--- src/rtl/seg7_digit_decoder_if.sv ---
// Digit stream in / packed word out handshake bundle for seg7_digit_decoder.
// slave is the decoder's view, master is the view of whoever drives digits
// and takes words.
interface seg7_digit_decoder_if #(
  parameter int DIGITS = 4
);
  logic [6:0]          seg_in;
  logic                seg_valid;
  logic                seg_sync;
  logic                seg_ready;
  logic [4*DIGITS-1:0] word_out;
  logic [DIGITS-1:0]   err_mask;
  logic                word_valid;
  logic                word_ready;

  modport slave (
    input  seg_in, seg_valid, seg_sync, word_ready,
    output seg_ready, word_out, err_mask, word_valid
  );

  modport master (
    output seg_in, seg_valid, seg_sync, word_ready,
    input  seg_ready, word_out, err_mask, word_valid
  );
endinterface

--- src/rtl/seg7_digit_decoder.sv ---
// Decodes active-low 7-segment patterns back to hex nibbles and packs DIGITS
// of them, first digit in the top nibble, into one output word. Illegal
// patterns decode to 0, are flagged per nibble and counted (saturating).
//
// state   | meaning
// COLLECT | cnt < DIGITS-1, next accepted digit only extends the assembly
// LAST    | cnt == DIGITS-1, next accepted digit completes the word
module seg7_digit_decoder #(
  parameter int DIGITS    = 4,
  parameter int ERR_CNT_W = 8
) (
  input  logic                 clk,
  input  logic                 rst_n,
  seg7_digit_decoder_if.slave  bus,
  output logic                 drop_pulse,
  output logic [ERR_CNT_W-1:0] err_count
);

  localparam int W     = 4 * DIGITS;
  localparam int CNT_W = (DIGITS > 1) ? $clog2(DIGITS) : 1;
  localparam logic [CNT_W-1:0] LAST_CNT = CNT_W'(DIGITS - 1);

  typedef enum logic {COLLECT, LAST} state_t;

  // With a single digit per word every digit completes a word.
  localparam state_t RST_STATE = (DIGITS == 1) ? LAST : COLLECT;

  state_t               state_q, state_d;
  logic [CNT_W-1:0]     cnt_q, cnt_d;
  logic [W-1:0]         asm_q, asm_d;
  logic [DIGITS-1:0]    asm_err_q, asm_err_d;
  logic [W-1:0]         word_q, word_d;
  logic [DIGITS-1:0]    mask_q, mask_d;
  logic                 wvalid_q, wvalid_d;
  logic                 drop_q, drop_d;
  logic [ERR_CNT_W-1:0] errc_q, errc_d;

  logic [3:0]        nib;
  logic              legal;
  logic              seg_ready;
  logic              accept;
  logic [CNT_W-1:0]  eff_cnt;
  logic [W-1:0]      base_asm, new_asm;
  logic [DIGITS-1:0] base_err, new_err;

  // Inverse of the hex-to-segment encoder; anything else is illegal.
  always_comb begin
    nib   = 4'h0;
    legal = 1'b1;
    case (bus.seg_in)
      7'h40: nib = 4'h0;
      7'h79: nib = 4'h1;
      7'h24: nib = 4'h2;
      7'h30: nib = 4'h3;
      7'h19: nib = 4'h4;
      7'h12: nib = 4'h5;
      7'h02: nib = 4'h6;
      7'h78: nib = 4'h7;
      7'h00: nib = 4'h8;
      7'h10: nib = 4'h9;
      7'h08: nib = 4'hA;
      7'h03: nib = 4'hB;
      7'h46: nib = 4'hC;
      7'h21: nib = 4'hD;
      7'h06: nib = 4'hE;
      7'h0E: nib = 4'hF;
      default: legal = 1'b0;
    endcase
  end

  // Next-state: assembly, word hand-off, resync drop and error counting.
  always_comb begin
    state_d   = state_q;
    cnt_d     = cnt_q;
    asm_d     = asm_q;
    asm_err_d = asm_err_q;
    word_d    = word_q;
    mask_d    = mask_q;
    wvalid_d  = wvalid_q;
    drop_d    = 1'b0;
    errc_d    = errc_q;
    eff_cnt   = cnt_q;
    base_asm  = asm_q;
    base_err  = asm_err_q;
    new_asm   = '0;
    new_err   = '0;

    // Only a completing digit can stall, and only while the old word is held.
    seg_ready = !(state_q == LAST && wvalid_q && !bus.word_ready);
    accept    = bus.seg_valid && seg_ready;

    if (wvalid_q && bus.word_ready) wvalid_d = 1'b0;

    if (accept) begin
      if (bus.seg_sync) begin
        if (cnt_q != '0) drop_d = 1'b1;
        base_asm = '0;
        base_err = '0;
        eff_cnt  = '0;
      end
      new_asm = (base_asm << 4) | W'(nib);
      new_err = (base_err << 1) | DIGITS'(!legal);

      if (eff_cnt == LAST_CNT) begin
        // Loading here also covers a same-cycle consume: no bubble.
        word_d    = new_asm;
        mask_d    = new_err;
        wvalid_d  = 1'b1;
        cnt_d     = '0;
        asm_d     = '0;
        asm_err_d = '0;
      end else begin
        cnt_d     = eff_cnt + CNT_W'(1);
        asm_d     = new_asm;
        asm_err_d = new_err;
      end

      if (!legal && errc_q != '1) errc_d = errc_q + ERR_CNT_W'(1);
    end

    state_d = (cnt_d == LAST_CNT) ? LAST : COLLECT;
  end

  // State and datapath registers with synchronous active-low reset.
  always_ff @(posedge clk) begin
    if (!rst_n) begin
      state_q   <= RST_STATE;
      cnt_q     <= '0;
      asm_q     <= '0;
      asm_err_q <= '0;
      word_q    <= '0;
      mask_q    <= '0;
      wvalid_q  <= 1'b0;
      drop_q    <= 1'b0;
      errc_q    <= '0;
    end else begin
      state_q   <= state_d;
      cnt_q     <= cnt_d;
      asm_q     <= asm_d;
      asm_err_q <= asm_err_d;
      word_q    <= word_d;
      mask_q    <= mask_d;
      wvalid_q  <= wvalid_d;
      drop_q    <= drop_d;
      errc_q    <= errc_d;
    end
  end

  assign bus.seg_ready  = seg_ready;
  assign bus.word_out   = word_q;
  assign bus.err_mask   = mask_q;
  assign bus.word_valid = wvalid_q;
  assign drop_pulse     = drop_q;
  assign err_count      = errc_q;

endmodule
--- src/flat_wrapper.sv ---
// flat-port wrapper written by rule: the top's interface ports become plain ports
module seg7_digit_decoder_flat 
#(
  parameter int DIGITS    = 4,
  parameter int ERR_CNT_W = 8
)
  (clk, rst_n, drop_pulse, err_count, bus_seg_in, bus_seg_valid, bus_seg_sync, bus_word_ready, bus_seg_ready, bus_word_out, bus_err_mask, bus_word_valid);
  seg7_digit_decoder_if #(.DIGITS(DIGITS)) bus_i ();
  input  logic clk;
  input  logic rst_n;
  output logic drop_pulse;
  output logic [ERR_CNT_W-1:0] err_count;
  input wire logic [$bits(bus_i.seg_in)-1:0] bus_seg_in;
  input wire logic [$bits(bus_i.seg_valid)-1:0] bus_seg_valid;
  input wire logic [$bits(bus_i.seg_sync)-1:0] bus_seg_sync;
  input wire logic [$bits(bus_i.word_ready)-1:0] bus_word_ready;
  output wire logic [$bits(bus_i.seg_ready)-1:0] bus_seg_ready;
  output wire logic [$bits(bus_i.word_out)-1:0] bus_word_out;
  output wire logic [$bits(bus_i.err_mask)-1:0] bus_err_mask;
  output wire logic [$bits(bus_i.word_valid)-1:0] bus_word_valid;
  assign bus_i.seg_in = bus_seg_in;
  assign bus_i.seg_valid = bus_seg_valid;
  assign bus_i.seg_sync = bus_seg_sync;
  assign bus_i.word_ready = bus_word_ready;
  assign bus_seg_ready = bus_i.seg_ready;
  assign bus_word_out = bus_i.word_out;
  assign bus_err_mask = bus_i.err_mask;
  assign bus_word_valid = bus_i.word_valid;
  seg7_digit_decoder #(.DIGITS(DIGITS), .ERR_CNT_W(ERR_CNT_W)) u_core (.clk(clk), .rst_n(rst_n), .bus(bus_i), .drop_pulse(drop_pulse), .err_count(err_count));
endmodule
--- config.mk ---
export PLATFORM = sky130hd
export DESIGN_NAME = seg7_digit_decoder_flat
export DESIGN_NICKNAME = d
export VERILOG_FILES = /design/src/rtl/seg7_digit_decoder_if.sv /design/src/rtl/seg7_digit_decoder.sv /design/src/flat_wrapper.sv
export SDC_FILE = /design/constraint.sdc
export NUM_CORES = 1
export LEC_CHECK = 0
export ABC_AREA = 1
export CAP_MARGIN = 20
export CORE_UTILIZATION = 45
export CTS_CLUSTER_DIAMETER = 120
export DETAILED_ROUTE_END_ITERATION = 8
export PLACE_DENSITY = 0.7
export SLEW_MARGIN = 40
export SYNTH_ARGS = -nofsm -noshare
export SYNTH_HDL_FRONTEND = slang
export SYNTH_SLANG_ARGS = --single-unit
--- constraint.sdc ---
create_clock -name clk -period 2.38 [get_ports clk]
set_clock_uncertainty 0.2 [all_clocks]
set_input_delay 0.476 -clock clk [delete_from_list [all_inputs] [get_ports clk]]
set_output_delay 0.476 -clock clk [all_outputs]
set_load 0.02 [all_outputs]
## Yosys cells after proc, flatten, opt, wreduce, memory -nomap -nowiden

Cells that the tools add are included.
W data, S select, Z words.

| operators by class | value |
|---|---|
| bitwise logic cells | 2 |
| multiplexer cells | 17 |
| add/subtract/negate cells | 2 |
| equal/unequal tests | 18 |
| reduce and logical (&&, ||, !) cells | 14 |

Operator list:

| kind | count |
|---|---|
| $pmux W4 S15 | 1 |
| $mux W12 | 3 |
| $eq A7 B7 Y1 const B | 4 |
| $eq A7 B5 Y1 const B | 3 |
| $eq A7 B6 Y1 const B | 3 |
| $or A16 B4 Y16 | 1 |
| $reduce_or A16 Y1 | 1 |
| $eq A7 B2 Y1 const B | 2 |
| $eq A7 B4 Y1 const B | 2 |
| $mux W3 | 3 |
| $add A8 B1 Y8 const B | 1 |
| $mux W2 | 4 |
| $ne A8 B8 Y1 const B | 1 |
| $eq A7 B3 Y1 const B | 1 |
| $logic_not A7 Y1 | 1 |
| $mux W1 | 6 |
| $logic_and A1 B1 Y1 | 5 |
| $eq A2 B2 Y1 const B | 2 |
| $or A4 B1 Y4 | 1 |
| $reduce_and A2 Y1 | 2 |
| $logic_not A1 Y1 | 3 |
| $reduce_and A3 Y1 | 1 |
| $add A2 B1 Y2 const B | 1 |
| $reduce_bool A2 Y1 | 1 |

| storage, ports and cells | value |
|---|---|
| word-level logic and storage cells | 62 |
| bits of input ports | 12 |
| output and inout port bits | 31 |
| bits in registers | 48 |

## Longest topological paths before layout

Gate-level depths: netlist of run 1.

| logic depth | value |
|---|---|
| word-level depth | 10 |
| gate-level depth with buffers | 11 |

## Worst setup path after synthesis of run 1

OpenSTA, ideal clock, no wires.

| timing path | value |
|---|---|
| kind | input -> register |
| from | in bus_word_ready |
| to | reg u_core.word_q[1] (netlist: u_core.bus.word_out[1]) |
| buffers on the path | 1 |
| arrival time | 1500 ps |
| stages | 10 |
| setup time | 114 ps |
| slack | 566 ps |
| cells stage by stage | inv_1 -> nand3_2 -> nand2_1 -> inv_1 -> nand2_1 -> inv_1 -> buf_2 -> o21ai_0 -> o21bai_1 -> inv_1 |

| between the ends | value |
|---|---|
| longest elaborated chain between the ends | 5 |

Ends and longest elaborated chain:

| item | line | source |
|---|---|---|
| start: declaration | flat_wrapper.sv:16 | `input wire logic [$bits(bus_i.word_ready)-1:0] bus_word_ready;` |
| $logic_not A1 Y1 | seg7_digit_decoder.sv:89 | `seg_ready = !(state_q == LAST && wvalid_q && !bus.word_ready);` |
| $logic_and A1 B1 Y1 | seg7_digit_decoder.sv:89 |  |
| $logic_not A1 Y1 | seg7_digit_decoder.sv:89 |  |
| named net bus_seg_ready | flat_wrapper.sv:17 | `output wire logic [$bits(bus_i.seg_ready)-1:0] bus_seg_ready;` |
| $logic_and A1 B1 Y1 | seg7_digit_decoder.sv:90 | `accept = bus.seg_valid && seg_ready;` |
| $reduce_and A2 Y1 (no source line) | - |  |
| end signal: assignment | seg7_digit_decoder.sv:141 | `word_q <= word_d;` |
| end: declaration | seg7_digit_decoder.sv:32 | `logic [W-1:0] word_q, word_d;` |

The timed path passes the listed nets, and every way through them passes these cells.
A chain may end at the register's enable or synchronous reset.

## Worst setup path after layout of run 1

| timing path | value |
|---|---|
| from | in bus_seg_in[4] |
| to | reg u_core.errc_q[6] (netlist: u_core.err_count[6]) |

| between the ends | value |
|---|---|
| longest elaborated chain between the ends | 6 |
| elaborated cells on any way between the ends | 21 |
| classes of those cells | eq/ne (15); mux (1); reduce/logical (5) |

Ends and longest elaborated chain:

| item | line | source |
|---|---|---|
| start: declaration | flat_wrapper.sv:13 | `input wire logic [$bits(bus_i.seg_in)-1:0] bus_seg_in;` |
| $eq A7 B7 Y1, or another cell as far along | seg7_digit_decoder.sv:50 | `case (bus.seg_in)` |
| $reduce_or A16 Y1 (no source line) * | - |  |
| $mux W1 * | seg7_digit_decoder.sv:50 |  |
| $logic_not A1 Y1 * | seg7_digit_decoder.sv:118 | `if (!legal && errc_q != '1) errc_d = errc_q + ERR_CNT_W'(1);` |
| $logic_and A1 B1 Y1 * | seg7_digit_decoder.sv:118 |  |
| $reduce_and A2 Y1 (no source line) * | - |  |
| end signal: assignment | seg7_digit_decoder.sv:145 | `errc_q <= errc_d;` |
| end: declaration | seg7_digit_decoder.sv:36 | `logic [ERR_CNT_W-1:0] errc_q, errc_d;` |

Every way passes the cells marked *; elsewhere a longest branch is shown, timed or not.

==> summary.txt, run 1 <==
Clocking
  • Cts hold-fix bufs: 0
  • Clock transition at path regs: around 0.090 ns
  • Root Driver: clkbuf_8
  • Postcts setup bufs: 0
  • TritonCTS Buffers: 5
  • Largest buffer count on any clock path: 2
  • Clk_lat worst skew: between 0.2 and 0.3 ns
  • Sink Count: 48
  • CTS tree: built
  • CTS H-Tree Depth: 2

Setup path
  • Critical Path Most Common Cell: nand2_2
  • Worst reg2reg startpoint: u_core.cnt_q[0]$_SDFF_PN0_
  • CP max FO: 6
  • CP startpoint kind: input port
  • Setup CP Type: in -> reg
  • Slowest CP cell: clkdlybuf4s50_1
  • Crit path to: u_core.err_count[6]$_SDFFE_PN0P_
  • Crit-path cells: clkdlybuf4s50_1 -> inv_2 -> nand2_2 -> nor2_2 -> nand2_2 -> inv_1 -> nor2_2 -> nand2_2 -> nor2_4 -> nand4_1 -> nand2_1 -> nor2_1
  • CP startpoint: bus_seg_in[4]
  • R2R Setup Slk: around 0.61 ns
  • Worst endpoint required time: about 2.4 ns
  • Worst stage delay on the critical path: around 0.57 ns
  • Critical path arrival: 2.06 ns
  • R2r worst-path depth: 8
  • R2R Path End: u_core.bus.word_out[12]$_SDFFE_PN0P_
  • Nature of the critical path endpoint: register

Final layout
  • Commonest non-fill, non-tap cell in the layout: nand2_1
  • Share of cells above drive strength 1: 0.107
  • # nets final: between 400 and 500
  • Most frequent cells in the layout: 90 x nand2_1, 63 x nor2_1, 48 x dfxtp_1, 41 x clkdlybuf4s50_1, 35 x inv_1
  • Post-Layout Cell Count: 481
  • Inserted Diodes: 0
  • Layout area overhead: 25.4%

Global route
  • GRT Util Overall: 0.191
  • Antenna violations before repair: 0
  • Grt ovf: 0
  • First-pass GRT wire length: 8570 um
  • Vias in the first global route: a little under 2000
  • Largest net degree at the start of global routing: 23

Detailed routing
  • Via count: about 2400
  • DRC Markers: 0
  • Detailed Route Iter0 Violations: between 100 and 150
  • Post-Route WL: about 5300 um
  • Vias per cell: 4.90
  • WL/cell: 10.9 um
  • First drt pass iteration count: 4
  • Post-DRT Antenna Nets: 0

Run status
  • Status: complete, no violations

Synthesis
  • Mapped Cells: between 300 and 400
  • Yosys warning count: 0
  • Sequential fraction of the synthesis area: 0.398
  • XOR/XNOR Fraction of Synth Area: 0.00725
  • Synth Area in Compound Gates: 0.110
  • Netlist cell types: 25
  • Mux cell area share after synthesis: 0
  • FF+latch count, synth: between 40 and 50
  • Synthesized cell area: 2420 um2
  • Simple-gate area share of the yosys netlist: 0.388
  • Mean area per synthesized cell: about 6.6 um2
  • Syn_nets: 378
  • Main combinational cell family by area after synthesis: simple AND/OR/NAND/NOR gates
  • Post-synthesis adder-cell area fraction: 0.0104

Floorplanning
  • Die footprint: approximately 5700 um2
  • Initial Util: 0.470
  • Die Span Y: 75.3 um
  • Core area: 5140 um2
  • Die width: around 75 um
  • I/O pin cnt: 43
  • Row count: 26

Placement
  • I/O Buffers: 42
  • DP HPWL: 3860 um
  • Global placement routability congestion: roughly 0.90
  • Placed cell count: around 470
  • Worst Setup Slack post-DPL: ~0.012 ns

Run
  • MaxCap Viol Count: 0

STA
  • Final Max Tran Viols: 0
  • RSZ-0062 raised after global routing: no
  • Relative slew slack: 0.740
  • Fin Setup TNS: 0 ns
  • Tcrit/Tclk final: 0.866
  • Final setup violation count: 0
  • Min Tclk post-route: between 2 and 2.5 ns
  • Fmax achieved: between 400 and 500 MHz
  • Slew of the pin with the lowest slew margin: approximately 0.39 ns
  • Final WS setup: 0.319 ns
  • Fin. Hold Viols: 0

Pwr
  • Cell Pwr Density: approximately 490 nW/um2
  • Peak supply drop: between 0.3 and 0.4 mV
  • Lkg Pwr: 1.32 nW

Worst hold path
  • Worst hold path type: reg -> reg
[area by class of cell]
type | count | area (um2)
clock buffer | 5 | 68.8
clock inverter | 2 | 12.5
fill | 500 | 2110
inverter | 40 | 150
multi-input combinational | 263 | 1250
sequential | 48 | 961
tap | 70 | 87.6
timing repair buffer | 53 | 505
[critical path: cells and delay by family]
| kind | cells | cell delay, ns |
|---|---|---|
| buffers and inverters | 3 | 0.72 |
| and+or+nand+nor | 9 | 0.86 |
[routing by layer]
layer  up-vias  GRT usage  wire length [um]
met5         -          0                 0
met4         0     0.0473                43
met3         4     0.0291               219
met2        49      0.309              2320
met1      1052      0.269              2680
li1       1250          -                 -
[through the flow]
stage	area [um2]	total power, mW	hold slack [ns]	utilization
global route	3030	1.56	0.283	0.590
global placement	2950	1.04	0.254	0.574
detailed placement	2950	1.04	0.254	0.574
CTS	3030	1.49	0.268	0.589
finish	3030	1.48	0.267	0.590
floorplan	2420	0.967	0.244	-
[logic make-up after synthesis]
kind of cell	count (synthesis)
AO/OA/AOI/OAI	51
XOR/XNOR	2
adder cells (fa/ha/maj)	2
buffers and inverters	53
flip-flops	48
AND/OR/NAND/NOR	208
[where the power goes]
group	internal, mW	leakage [nW]	switching [mW]
sequential	0.819	0.389	0.0132
clock	0.199	0.0400	0.255
combinational	0.0768	0.890	0.117
total	1.09	1.32	0.385
[cell usage after synthesis, drive strengths merged]
cell type | n | share of area
dfxtp | 48 | 0.40
xor2 | 1 | 0.0036
nand2 | 98 | 0.16
o21a | 1 | 0.0031
nor2 | 71 | 0.12
a21oi | 34 | 0.070
o21ai | 13 | 0.027
o21bai | 2 | 0.0062
inv | 40 | 0.062
xnor2 | 1 | 0.0036
a2111oi | 1 | 0.0036
nor4 | 1 | 0.0026
buf | 7 | 0.016
nand4 | 13 | 0.040
nor3 | 3 | 0.0062
ha | 2 | 0.010
nand3 | 22 | 0.054
clkbuf | 6 | 0.0093
[timing repair]
action / 4_1_cts / 5_1_grt
endpoints found under the hold margin: 0 / 0
gates resized for setup: 0 / 1
setup endpoints to repair: 0 / 1
[registers in the layout, indices dropped and copies added, names as in the netlist]
| register | cells |
|---|---|
| u_core.drop_pulse | 1 |
| u_core.asm_err_q | 3 |
| u_core.bus.err_mask | 4 |
| u_core.bus.word_valid | 1 |
| u_core.asm_q | 12 |
| u_core.err_count | 8 |
| u_core.bus.word_out | 16 |
| u_core.state_q | 1 |
| u_core.cnt_q | 2 |
[worst min-delay path by stage]
stage	slack, ns	cells after the start	endpoint	from
6_report	0.27	2	u_core.bus.word_out[8]$_SDFFE_PN0P_	u_core.bus.word_out[8]$_SDFFE_PN0P_
4_1_cts	0.27	2	u_core.bus.word_out[8]$_SDFFE_PN0P_	u_core.bus.word_out[8]$_SDFFE_PN0P_
3_5_place_dp	0.25	2	u_core.bus.word_out[8]$_SDFFE_PN0P_	u_core.bus.word_out[8]$_SDFFE_PN0P_
2_1_floorplan	0.24	2	u_core.asm_q[1]$_SDFFE_PN0N_	u_core.asm_q[1]$_SDFFE_PN0N_
3_3_place_gp	0.25	2	u_core.asm_q[11]$_SDFFE_PN0N_	u_core.asm_q[11]$_SDFFE_PN0N_
5_1_grt	0.28	2	u_core.asm_err_q[2]$_SDFFE_PN0N_	u_core.asm_err_q[2]$_SDFFE_PN0N_
(Power assumes the default switching activity.)
==> run 2, diff against run 1 <==
--- a/config.mk
+++ b/config.mk
@@ -8,8 +8,8 @@
 export ABC_AREA = 1
 export CAP_MARGIN = 20
 export CORE_UTILIZATION = 45
-export CTS_CLUSTER_DIAMETER = 120
 export DETAILED_ROUTE_END_ITERATION = 8
+export GPL_ROUTABILITY_DRIVEN = 0
 export PLACE_DENSITY = 0.7
 export SLEW_MARGIN = 40
 export SYNTH_ARGS = -nofsm -noshare
==> summary.txt, run 2 (synthesized netlist as in run 1, its figures left out) <==
Run status
  • Status: complete, no violations

Placement
  • I/O Buffers: 42 (unchanged)
  • Placed cell count: 474 (unchanged)
  • DP HPWL: 3960 um (+2.6%)
  • Worst Setup Slack post-DPL: -0.00384 ns (-0.0159 ns)

Detailed routing
  • Post-Route WL: 5530 um (+5.1%)
  • Vias per cell: 4.90 (about the same)
  • Met2 WL: 2570 um (+11%)
  • DRC Markers: 0 (unchanged)
  • WL/cell: 11.5 um (+4.8%)
  • Detailed Route Iter0 Violations: 122 (+7.0%)
  • WL met1: 2700 um (+0.82%)
  • Met3 wire length: 212 um (-3.2%)
  • Post-DRT Antenna Nets: 0 (unchanged)
  • Via count: 2362 (+0.30%)
  • Highest routed layer: met4
  • First drt pass iteration count: 4 (unchanged)

Setup path
  • R2R Setup Slk: 0.59 ns (-0.02 ns)
  • Nature of the critical path endpoint: output pin
  • R2R Path End: u_core.bus.err_mask[3]$_SDFFE_PN0P_
  • Worst endpoint required time: 1.70 ns (-0.67 ns)
  • R2r worst-path depth: 8 (unchanged)
  • CP max FO: 2 (-4)
  • Worst reg2reg startpoint: u_core.cnt_q[0]$_SDFF_PN0_
  • Setup CP Type: in -> out
  • CP startpoint kind: input port
  • Critical path arrival: 1.64 ns (-0.42 ns)
  • CP startpoint: bus_word_ready

Clocking
  • TritonCTS Buffers: 5 (unchanged)
  • Root Driver: clkbuf_8
  • Post-cts gate resize count: 0 (unchanged)
  • Largest buffer count on any clock path: 2 (unchanged)
  • Sink Count: 48 (unchanged)
  • Clk_lat worst skew: 0.30 ns (about the same)
  • CTS H-Tree Depth: 2 (unchanged)
  • Clock transition at path regs: 0.09 ns (about the same)
  • Cts hold-fix bufs: 0 (unchanged)
  • CTS tree: built
  • Postcts setup bufs: 0 (unchanged)

Floorplanning
  • Die width: 75.3 um (unchanged)
  • Die Span Y: 75.3 um (unchanged)
  • Row count: 26 (unchanged)
  • Initial Util: 0.470 (unchanged)
  • Core area: 5140 um2 (unchanged)
  • I/O pin cnt: 43 (unchanged)
  • Die footprint: 5670 um2 (unchanged)

Global route
  • First-pass GRT wire length: 9100 um (+6.2%)
  • Largest net degree at the start of global routing: 23 (unchanged)
  • Vias in the first global route: 2104 (+6.3%)
  • Antenna violations before repair: 0 (unchanged)
  • Grt ovf: 0 (unchanged)
  • GRT Util Overall: 0.208 (+0.0169)

STA
  • RSZ-0062 raised after global routing: no
  • Min Tclk post-route: 2.31 ns (+0.252 ns)
  • Final setup violation count: 0 (unchanged)
  • Final Max Tran Viols: 0 (unchanged)
  • Relative slew slack: 0.722 (-0.0176)
  • Fin. Hold Viols: 0 (unchanged)
  • Tcrit/Tclk final: 0.972 (+0.106)
  • Fmax achieved: 432 MHz (-11%)
  • Final WS setup: 0.0670 ns (-0.252 ns)
  • Slew of the pin with the lowest slew margin: 0.406 ns (+0.0163 ns)

Final layout
  • Most frequent cells in the layout: 90 x nand2_1, 63 x nor2_1, 48 x dfxtp_1, 42 x clkdlybuf4s50_1, 35 x inv_1
  • Max FFs per register: 16 (unchanged)
  • Share of cells above drive strength 1: 0.109 (+0.00217)
  • Commonest non-fill, non-tap cell in the layout: nand2_1
  • # nets final: 425 (unchanged)
  • Layout area overhead: 25.9%
  • Inserted Diodes: 0 (unchanged)
  • Post-Layout Cell Count: 482 (+0.21%)

Run
  • MaxCap Viol Count: 0 (unchanged)

Worst hold path
  • Worst hold start: u_core.asm_q[7]$_SDFFE_PN0N_
  • Worst hold path type: reg -> reg
  • Hold path cells: 2 (unchanged)
  • WHS Endpoint: u_core.asm_q[7]$_SDFFE_PN0N_

Pwr
  • Cell Pwr Density: 507 nW/um2 (+3.9%)
  • Lkg Pwr: 1.33 nW (+0.91%)
  • Peak supply drop: 0.369 mV (+4.0%)
-- run 2: changes by cell type in the layout (fill, tap and decap cells not counted) --
cell and change:
clkinvlp_4 -1, clkbuf_8 +1, clkdlybuf4s50_1 +1, dlymetal6s2s_1 -1, inv_6 +1
-- run 2: metrics by stage --
step                 util  TNS [ns]  power [mW]  hold WS (ns)  cell area [um2]
floorplan               -         0       0.967         0.244             2420
global placement    0.574         0        1.04         0.254             2950
detailed placement  0.574  -0.00770        1.05         0.255             2950
CTS                 0.592         0        1.56         0.269             3040
global route        0.592         0        1.61         0.283             3040
finish              0.592         0        1.54         0.269             3040
-- run 2: power breakdown --
| part | internal (mW) | total [mW] | switching (mW) |
|---|---|---|---|
| sequential | 0.819 | 0.832 | 0.0135 |
| clock | 0.238 | 0.517 | 0.279 |
| combinational | 0.0769 | 0.195 | 0.118 |
-- run 2: how the worst max path moves through the flow --
stage | end | slack [ns] | cells past startpoint
after floorplan | u_core.bus.word_out[1]$_SDFFE_PN0P_ | 0.57 | 10
after global placement | u_core.bus.word_out[12]$_SDFFE_PN0P_ | 0.02 | 8
after detailed placement | u_core.bus.err_mask[3]$_SDFFE_PN0P_ | -0.004 | 8
after CTS | bus_seg_ready | 0.06 | 4
after global routing | bus_seg_ready | 0.01 | 4
final | bus_seg_ready | 0.07 | 4
-- run 2: cell type report --
class	instances	area, um2
clock inverter	2	13.8
timing repair buffer	53	503
sequential	48	961
fill	544	2100
multi-input combinational	263	1250
tap	70	87.6
clock buffer	6	82.6
inverter	40	150
-- run 2: routing by layer --
| metal | vias to the layer above | GRT usage |
|---|---|---|
| met2 | 47 | 0.342 |
| met4 | 0 | 0.0679 |
| met5 | - | 0 |
| li1 | 1252 | - |
| met1 | 1059 | 0.276 |
| met3 | 4 | 0.0410 |
-- run 2: critical path, cell delays in order --
cell and delay (ns):
clkdlybuf4s50_1 0.45, inv_1 0.05, nand3_2 0.06, clkdlybuf4s50_1 0.59
